===== src/rtl/spi_ram_pkg.sv =====
// Shared types and constants for the SPI SRAM streaming controller.
// Fast-read support is selected with the SPI_FAST_READ_EN macro.
package spi_ram_pkg;

  typedef enum logic [2:0] {
    ST_IDLE,
    ST_CMD,
    ST_ADDR,
    ST_DUMMY,
    ST_DATA,
    ST_STALL
  } state_t;

  localparam logic [7:0] CMD_READ      = 8'h03;
  localparam logic [7:0] CMD_WRITE     = 8'h02;
  localparam logic [7:0] CMD_FAST_READ = 8'h0B;
  localparam int         DUMMY_CYCLES  = 8;

endpackage


===== src/rtl/spi_ram_stream_controller_shifter.sv =====
// 8-bit MSB-first shift register with parallel load and a last-bit flag.
// done is high while the bit counter sits on the 8th bit of a byte.
module spi_byte_shifter (
  input  logic       clk,
  input  logic       rstn,
  input  logic       load,
  input  logic [7:0] load_data,
  input  logic       shift,
  input  logic       sin,
  output logic [7:0] data,
  output logic       done
);

  logic [2:0] bit_cnt;

  always_ff @(posedge clk) begin
    if (!rstn) begin
      data    <= '0;
      bit_cnt <= '0;
    end else if (load) begin
      data    <= load_data;
      bit_cnt <= '0;
    end else if (shift) begin
      data    <= {data[6:0], sin};
      bit_cnt <= bit_cnt + 1'b1;
    end
  end

  assign done = (bit_cnt == 3'd7);

endmodule


===== src/rtl/spi_ram_stream_controller.sv =====
// SPI SRAM burst controller with byte streaming and write flow control.
// Define SPI_FAST_READ_EN to issue 0x0B reads with an 8-cycle dummy phase.
module spi_ram_stream_controller
  import spi_ram_pkg::*;
#(
  parameter int ADDR_BITS = 24,
  parameter int LEN_BITS  = 8
) (
  input  logic                 clk,
  input  logic                 rstn,
  input  logic                 spi_miso,
  output logic                 spi_select,
  output logic                 spi_clk_out,
  output logic                 spi_mosi,
  input  logic [ADDR_BITS-1:0] addr_in,
  input  logic [LEN_BITS-1:0]  len_in,
  input  logic                 start_read,
  input  logic                 start_write,
  input  logic [7:0]           wr_data,
  input  logic                 wr_valid,
  output logic                 wr_ready,
  output logic [7:0]           rd_data,
  output logic                 rd_valid,
  output logic                 busy
);

  localparam int PH_W = $clog2(ADDR_BITS > 8 ? ADDR_BITS : 8);

`ifdef SPI_FAST_READ_EN
  localparam logic [7:0] RD_CMD  = CMD_FAST_READ;
  localparam state_t     RD_NEXT = ST_DUMMY;
`else
  localparam logic [7:0] RD_CMD  = CMD_READ;
  localparam state_t     RD_NEXT = ST_DATA;
`endif

  state_t                state, state_n;
  logic                  is_wr;
  logic [ADDR_BITS-1:0]  addr_sr;
  logic [LEN_BITS-1:0]   byte_cnt;
  logic [PH_W-1:0]       phase_cnt;
  logic                  miso_q;

  logic                  take_start;
  logic                  tx_load, tx_shift, tx_done;
  logic [7:0]            tx_ld_data, tx_data;
  logic                  rx_shift, rx_done;
  logic [7:0]            rx_data;
  logic                  addr_adv, phase_clr, cnt_dec;
  logic                  sck_en, wr_rdy;

  always_comb begin
    state_n    = state;
    take_start = 1'b0;
    tx_load    = 1'b0;
    tx_ld_data = '0;
    addr_adv   = 1'b0;
    phase_clr  = 1'b0;
    cnt_dec    = 1'b0;
    wr_rdy     = 1'b0;
    unique case (state)
      ST_IDLE: begin
        if (start_write || start_read) begin
          take_start = 1'b1;
          state_n    = ST_CMD;
          tx_load    = 1'b1;
          tx_ld_data = start_write ? CMD_WRITE : RD_CMD;
        end
      end
      ST_CMD: begin
        if (phase_cnt == PH_W'(7)) begin
          state_n    = ST_ADDR;
          phase_clr  = 1'b1;
          tx_load    = 1'b1;
          tx_ld_data = addr_sr[ADDR_BITS-1 -: 8];
          addr_adv   = 1'b1;
        end
      end
      ST_ADDR: begin
        if (phase_cnt == PH_W'(ADDR_BITS-1)) begin
          phase_clr = 1'b1;
          if (is_wr) begin
            wr_rdy = 1'b1;
            if (wr_valid) begin
              state_n    = ST_DATA;
              tx_load    = 1'b1;
              tx_ld_data = wr_data;
            end else begin
              state_n = ST_STALL;
            end
          end else begin
            tx_load = 1'b1;
            state_n = RD_NEXT;
          end
        end else if (tx_done) begin
          tx_load    = 1'b1;
          tx_ld_data = addr_sr[ADDR_BITS-1 -: 8];
          addr_adv   = 1'b1;
        end
      end
      ST_DUMMY: begin
        if (phase_cnt == PH_W'(DUMMY_CYCLES-1))
          state_n = ST_DATA;
      end
      ST_DATA: begin
        if (tx_done) begin
          if (byte_cnt == '0) begin
            state_n = ST_IDLE;
          end else begin
            cnt_dec = 1'b1;
            if (is_wr) begin
              wr_rdy = 1'b1;
              if (wr_valid) begin
                tx_load    = 1'b1;
                tx_ld_data = wr_data;
              end else begin
                state_n = ST_STALL;
              end
            end
          end
        end
      end
      ST_STALL: begin
        wr_rdy = 1'b1;
        if (wr_valid) begin
          state_n    = ST_DATA;
          tx_load    = 1'b1;
          tx_ld_data = wr_data;
        end
      end
      default: state_n = ST_IDLE;
    endcase
  end

  assign sck_en   = (state == ST_CMD) || (state == ST_ADDR) ||
                    (state == ST_DUMMY) || (state == ST_DATA);
  // Hold the current MOSI bit when entering a stall.
  assign tx_shift = sck_en && !(wr_rdy && !wr_valid);
  assign rx_shift = (state == ST_DATA) && !is_wr;

  always_ff @(posedge clk) begin
    if (!rstn) begin
      state     <= ST_IDLE;
      is_wr     <= 1'b0;
      addr_sr   <= '0;
      byte_cnt  <= '0;
      phase_cnt <= '0;
      rd_valid  <= 1'b0;
      rd_data   <= '0;
    end else begin
      state    <= state_n;
      rd_valid <= rx_shift && rx_done;
      if (rx_shift && rx_done)
        rd_data <= {rx_data[6:0], miso_q};
      if (take_start) begin
        is_wr    <= start_write;
        addr_sr  <= addr_in;
        byte_cnt <= len_in;
      end else begin
        if (addr_adv) addr_sr  <= addr_sr << 8;
        if (cnt_dec)  byte_cnt <= byte_cnt - 1'b1;
      end
      if (phase_clr || take_start)
        phase_cnt <= '0;
      else if (sck_en && state != ST_DATA)
        phase_cnt <= phase_cnt + 1'b1;
    end
  end

  // MISO is captured on SCK rising, i.e. the falling clk edge.
  always_ff @(negedge clk) begin
    if (!rstn) miso_q <= 1'b0;
    else       miso_q <= spi_miso;
  end

  spi_byte_shifter u_tx (
    .clk      (clk),
    .rstn     (rstn),
    .load     (tx_load),
    .load_data(tx_ld_data),
    .shift    (tx_shift),
    .sin      (1'b0),
    .data     (tx_data),
    .done     (tx_done)
  );

  spi_byte_shifter u_rx (
    .clk      (clk),
    .rstn     (rstn),
    .load     (take_start),
    .load_data(8'h00),
    .shift    (rx_shift),
    .sin      (miso_q),
    .data     (rx_data),
    .done     (rx_done)
  );

  assign busy        = (state != ST_IDLE);
  assign spi_select  = ~busy;
  assign spi_mosi    = busy & tx_data[7];
  assign spi_clk_out = sck_en & ~clk;
  assign wr_ready    = wr_rdy;

endmodule


===== config.mk =====
export PLATFORM = sky130hd
export DESIGN_NAME = spi_ram_stream_controller
export DESIGN_NICKNAME = d
export VERILOG_FILES = /design/src/rtl/spi_ram_pkg.sv /design/src/rtl/spi_ram_stream_controller_shifter.sv /design/src/rtl/spi_ram_stream_controller.sv
export SDC_FILE = /design/constraint.sdc
export NUM_CORES = 1
export LEC_CHECK = 0
export ABC_AREA = 1
export CAP_MARGIN = 25
export CORE_ASPECT_RATIO = 1.25
export CORE_MARGIN = 2
export CORE_UTILIZATION = 45
export CTS_CLUSTER_SIZE = 8
export DETAILED_ROUTE_END_ITERATION = 12
export PLACE_DENSITY = 0.69
export RECOVER_POWER = 25
export SLEW_MARGIN = 10
export SYNTH_ARGS = -nofsm -noshare
export SYNTH_HDL_FRONTEND = slang
export SYNTH_SLANG_ARGS = --single-unit

===== constraint.sdc =====
create_clock -name clk -period 1.75 [get_ports clk]
set_input_delay 0.175 -clock clk [delete_from_list [all_inputs] [get_ports clk]]
set_output_delay 0.175 -clock clk [all_outputs]
set_load 0.05 [all_outputs]

Yosys cells after proc, flatten, opt, wreduce, memory -nomap -nowiden
Cells that the tools add are included.
{ "op_classes": {"n_mux": 51, "bitwise": 5, "n_addsub": 4, "n_reduce_logical": 23, "n_eq_ne": 18} }
{ "op_table": {"columns": ["op", "n"], "rows": [
  ["$mux W8", 11],
  ["$mux W24", 2],
  ["$pmux W8 S5", 1],
  ["$mux W3", 10],
  ["$mux W1", 21],
  ["$pmux W3 S6", 1],
  ["$eq A3 B3 Y1 const B", 4],
  ["$ne A2 B2 Y1 const B", 6],
  ["$ne A3 B3 Y1 const B", 3],
  ["$logic_not A8 Y1", 1],
  ["$reduce_and A8 Y1", 1],
  ["$sub A8 B1 Y8 const B", 1],
  ["$add A3 B1 Y3 const B", 2],
  ["$eq A3 B2 Y1 const B", 2],
  ["$reduce_bool A2 Y1", 3],
  ["$reduce_or A2 Y1", 3],
  ["$add A5 B1 Y5 const B", 1],
  ["$eq A5 B3 Y1 const B", 1],
  ["$eq A5 B5 Y1 const B", 1],
  ["$logic_and A1 B1 Y1", 5],
  ["$logic_or A1 B1 Y1", 5],
  ["$pmux W1 S5", 1],
  ["$pmux W1 S2", 2],
  ["$eq A3 B1 Y1 const B", 1],
  ["other kinds (7)", 12]
]} }
{ "totals": {"out_inout_bits": 14, "reg_bits": 72} }

Longest topological paths before layout
Gate-level depths: netlist of the first run.
{ "logic_depth": {"word_depth": 9, "depth_mapped": 15, "ltp_nobuf": 14} }

Hierarchy
Synthesis of the first run repeated with hierarchy kept, for this count alone.
{ "hier_totals": {"cells_unflattened": 594, "area_unflattened_um2": 4048.9} }
{ "modules_own_cells": {"columns": ["mod", "area_each_um2", "cells_each", "instances"], "rows": [
  ["spi_ram_stream_controller", 2850.2, 440, 1],
  ["spi_byte_shifter", 599.3, 77, 2]
]} }

==> results of run 1 <==
## per-layer routing
| metal | track usage | up-vias |
|---|---|---|
| met4 | 0.09977 | 0 |
| met2 | 0.4241 | 110 |
| met5 | 0 | - |
| li1 | - | 2135 |
| met3 | 0.05047 | 25 |
| met1 | 0.2814 | 1894 |
## power by group
part | switching (mW) | internal, mW
sequential | 0.277 | 2.06
clock | 0.715 | 0.941
combinational | 2.18 | 1.75
## worst max path at each step
stage                      startpoint           end
after floorplan           byte_cnt[0]  u_tx.data[3]
after global placement            clk   spi_clk_out
after detailed placement  start_write  u_tx.data[2]
after CTS                 byte_cnt[0]      wr_ready
after global routing         state[0]      wr_ready
final                        state[0]      wr_ready
## logic make-up after synthesis
logic type / count (synthesis) / share of synthesized area
AO/OA/AOI/OAI: 110 / 0.1615
adder cells (fa/ha/maj): 6 / 0.01989
buffers and inverters: 79 / 0.08720
flip-flops: 72 / 0.3820
AND/OR/NAND/NOR: 297 / 0.3495
## tightest hold or removal path: stages
cell                              delay, ns
sky130_fd_sc_hd__clkdlybuf4s50_1       0.39
sky130_fd_sc_hd__nand2_1               0.06
sky130_fd_sc_hd__a21oi_1               0.05
## metrics by stage
stage / TNS [ns] / cell area [um^2] / cells / power, mW / utilization
3_3_place_gp: -2.134 / 4905 / 756 / 5.565 / 0.5986
6_report: -0.4595 / 5605 / 799 / 7.915 / 0.6841
5_1_grt: -3.087 / 5605 / 799 / 8.486 / 0.6841
2_1_floorplan: -0.4752 / 3812 / 564 / 4.367 / -
3_5_place_dp: -2.975 / 4905 / 756 / 5.632 / 0.5986
4_1_cts: -0.1193 / 5405 / 788 / 7.617 / 0.6596
## final cells by class
type	instances	area (um^2)	share of cell area
Sequential cell	72	1451	0.2589
Timing Repair Buffer	140	1295	0.2310
Timing Repair inverter	2	12.51	0.002232
Clock inverter	3	12.51	0.002232
Tap cell	97	121.4	0.02165
Multi-Input combinational cell	413	2233	0.3984
Inverter	54	221.5	0.03951
Clock buffer	18	257.7	0.04598
## cell usage in the layout (no fill, tap or decap), types with 10 or more instances in the layout
| master | instances |
|---|---|
| sky130_fd_sc_hd__nand2_2 | 14 |
| sky130_fd_sc_hd__o21ai_1 | 10 |
| sky130_fd_sc_hd__clkdlybuf4s50_1 | 44 |
| sky130_fd_sc_hd__a21oi_1 | 33 |
| sky130_fd_sc_hd__buf_6 | 11 |
| sky130_fd_sc_hd__nand4_1 | 10 |
| sky130_fd_sc_hd__nor2_4 | 11 |
| sky130_fd_sc_hd__buf_4 | 69 |
| sky130_fd_sc_hd__o21ai_0 | 29 |
| sky130_fd_sc_hd__inv_1 | 41 |
| sky130_fd_sc_hd__dfxtp_1 | 66 |
| sky130_fd_sc_hd__nor2_1 | 42 |
| sky130_fd_sc_hd__clkbuf_8 | 14 |
| sky130_fd_sc_hd__nand2_1 | 145 |
| sky130_fd_sc_hd__nand3_1 | 48 |
| sky130_fd_sc_hd__a31oi_1 | 20 |
## what timing repair did
| item | CTS | global route |
|---|---|---|
| pin swaps | 8 | 9 |
| cloned | 0 | 2 |
| resized for setup | 57 | 44 |
| buffers inserted | 13 | 9 |
| endpoints found under the setup margin | 34 | 62 |
## state kept, by name (all words and copies together) (netlist names)
register,cells
u_tx.bit_cnt,3
rd_data,8
u_rx.data,7
miso_q,1
is_wr,1
u_tx.data,8
state,3
addr_sr,24
u_rx.bit_cnt,3
rd_valid,1
byte_cnt,8
phase_cnt,5
==> impl_metrics.xml, run 1 <==
<?xml version="1.0" encoding="UTF-8"?>
<metrics>
  <group name="power_and_ir_drop">
    <metric name="worst_ir_drop_vdd" unit="uV">786.0</metric>
    <metric name="p_leak" unit="nW">2.504</metric>
    <metric name="power.density_cell_area" unit="nW/um^2">1412</metric>
  </group>
  <group name="setup_path">
    <metric name="worst-path-max-fanout" unit="">3</metric>
    <metric name="setup.worst_path.start_class" unit="">flop</metric>
    <metric name="reg2reg_depth" unit="">12</metric>
    <metric name="r2r_slack" unit="ns">-0.05</metric>
    <metric name="cp_cell_sequence" unit="">inv_2 &gt; buf_6 &gt; nand3_4 &gt; buf_6 &gt; inv_4 &gt; nand4_1 &gt; nand3_4 &gt; buf_6 &gt; buf_12</metric>
    <metric name="crit-reg2reg-launch" unit="">state[2]</metric>
    <metric name="regToRegEndpoint" unit="">u_tx.data[6]</metric>
    <metric name="worstPathRequired" unit="ns">1.57</metric>
    <metric name="cp_slowest_stage_delay" unit="ns">0.34</metric>
    <metric name="arrival" unit="ns">1.69</metric>
    <metric name="cpLargestDelayFamily" unit="">buffers and inverters</metric>
    <metric name="critPathSlowestCell" unit="">sky130_fd_sc_hd__dfxtp_2</metric>
    <metric name="critical_path.n_buffers_inverters" unit="">6</metric>
    <metric name="critical_path_depth" unit="">9</metric>
    <metric name="critical-path-top-cell-by-count" unit="">sky130_fd_sc_hd__buf_6</metric>
    <metric name="criticalPathCategory" unit="">reg -&gt; out</metric>
    <metric name="critPathCaptureType" unit="">primary output</metric>
  </group>
  <group name="cells_and_area">
    <metric name="syn2layout_area_growth" unit="%">48.54</metric>
    <metric name="nets" unit="">749</metric>
    <metric name="filler_cell_count" unit="">699</metric>
    <metric name="antenna_fix_cells" unit="">0</metric>
    <metric name="share_of_final_layout_standard_cells_stronger_than_drive_strength_1" unit="">0.2593</metric>
  </group>
  <group name="routing">
    <metric name="ant_nets" unit="">0</metric>
    <metric name="first_iter_violations" unit="">198</metric>
    <metric name="met1Wirelength" unit="um">4464</metric>
    <metric name="drc_errors" unit="">0</metric>
    <metric name="topRoutingLayerUsed" unit="">met4</metric>
    <metric name="routed-via-count" unit="">4164</metric>
    <metric name="wl_per_cell" unit="um">13.42</metric>
    <metric name="post_drt_via_cell_ratio" unit="">5.212</metric>
    <metric name="detailroute.wirelength.met3" unit="um">447</metric>
    <metric name="dr.pass1.iters" unit="">5</metric>
    <metric name="drt-total-wl" unit="um">10720</metric>
    <metric name="met2_length" unit="um">5540</metric>
  </group>
  <group name="die">
    <metric name="fp.dieH" unit="um">106.4</metric>
    <metric name="rows" unit="">37</metric>
    <metric name="core_region_area" unit="um^2">8194</metric>
    <metric name="floorplan.initialDensity" unit="">0.4605</metric>
    <metric name="i_o_pins" unit="">60</metric>
    <metric name="die_area" unit="um^2">9139</metric>
    <metric name="die_w" unit="um">85.91</metric>
  </group>
  <group name="yosys">
    <metric name="number_of_storage_elements_in_the_synthesis_netlist" unit="">72</metric>
    <metric name="ys_top_cells_by_area" unit="">sky130_fd_sc_hd__dfxtp_1 38%, sky130_fd_sc_hd__nand2_1 15%, sky130_fd_sc_hd__nand3_1 6.9%</metric>
    <metric name="edff_count_synth" unit="">0</metric>
    <metric name="synth.yosys.seq_area_share" unit="">0.3820</metric>
    <metric name="netlist_instances" unit="">564</metric>
    <metric name="yosys_warnings" unit="">0</metric>
    <metric name="post_syn_nets" unit="">616</metric>
    <metric name="mappedNetlistArea" unit="um^2">3774</metric>
    <metric name="synth.most_common_cell" unit="">sky130_fd_sc_hd__nand2_1</metric>
    <metric name="yosys-top-cells-count" unit="">152 x sky130_fd_sc_hd__nand2_1, 72 x sky130_fd_sc_hd__dfxtp_1, 52 x sky130_fd_sc_hd__nand3_1, 50 x sky130_fd_sc_hd__inv_1, 50 x sky130_fd_sc_hd__nor2_1</metric>
    <metric name="synthFlopType" unit="">sky130_fd_sc_hd__dfxtp_1</metric>
    <metric name="async_flop_share" unit="">0</metric>
    <metric name="synth.largest_area_cell" unit="">sky130_fd_sc_hd__dfxtp_1</metric>
    <metric name="synth_area_per_cell" unit="um^2">6.691</metric>
    <metric name="synth.top_cell.area_share" unit="">0.3820</metric>
    <metric name="synth_cell_types" unit="">36</metric>
  </group>
  <group name="sta">
    <metric name="report.final.slew_viol_count" unit="">0</metric>
    <metric name="slew_at_the_pin_closest_to_its_max_slew_limit" unit="ns">0.5342</metric>
    <metric name="period_needed" unit="ns">1.866</metric>
    <metric name="setup_violations" unit="">12</metric>
    <metric name="final.hold.worst_slack" unit="ns">0.2680</metric>
    <metric name="final_period_util" unit="">1.066</metric>
    <metric name="relSlewSlack" unit="">0.6423</metric>
    <metric name="timing.fmax" unit="MHz">535.8</metric>
    <metric name="setup_repair_after_global_routing_missed_its_margin" unit="">yes</metric>
    <metric name="final_hold_viol_count" unit="">0</metric>
    <metric name="timing.clock.skew" unit="ns">0.04615</metric>
    <metric name="postLayoutSetupSlackWorst" unit="ns">-0.1163</metric>
  </group>
  <group name="clocking">
    <metric name="cts_tree" unit="">done</metric>
    <metric name="count_of_hold_fix_buffers_inserted_at_cts" unit="">0</metric>
    <metric name="clock_insertion_delay_worst_skew" unit="ns">0.51</metric>
    <metric name="clk_transition_reported_paths" unit="ns">0.07</metric>
  </group>
  <group name="worst_hold_path">
    <metric name="worstHoldStart" unit="">addr_in[6]</metric>
    <metric name="worstHoldPathType" unit="">in -&gt; reg</metric>
    <metric name="hold-path-endpoint" unit="">addr_sr[6]</metric>
    <metric name="hold-path-cell-count" unit="">3</metric>
  </group>
  <group name="grt">
    <metric name="first_global_vias" unit="">3931</metric>
    <metric name="grtUsageTotal" unit="">0.2417</metric>
    <metric name="grt_first_pass_wirelength" unit="um">17460</metric>
    <metric name="grt_max_degree" unit="">28</metric>
    <metric name="gr-total-overflow" unit="">0</metric>
    <metric name="grt_antenna_before_repair" unit="">0</metric>
  </group>
  <group name="run">
    <metric name="maxCapViolations" unit="">0</metric>
  </group>
  <group name="placement">
    <metric name="numPortBuffers" unit="">59</metric>
    <metric name="finalWeightedCongestion" unit="">0.9916</metric>
    <metric name="detailedPlace.worstSlack" unit="ns">-0.1825</metric>
    <metric name="dpl.hpwl" unit="um">7661</metric>
  </group>
  <group name="outcome">
    <metric name="status" unit="">complete, but fails checks</metric>
    <metric name="failing_checks" unit="">negative setup slack</metric>
  </group>
</metrics>
Power figures use the tool's default switching activity.
==> inputs of run 2 (changes only) <==
--- a/config.mk
+++ b/config.mk
@@ -10,6 +10,7 @@
 export CORE_ASPECT_RATIO = 1.25
 export CORE_MARGIN = 2
 export CORE_UTILIZATION = 45
+export CTS_CLUSTER_DIAMETER = 60
 export CTS_CLUSTER_SIZE = 8
 export DETAILED_ROUTE_END_ITERATION = 12
 export PLACE_DENSITY = 0.69
==> results of run 2 <==
Same layout as run 1: the final DEF is identical, and so are final timing and power.
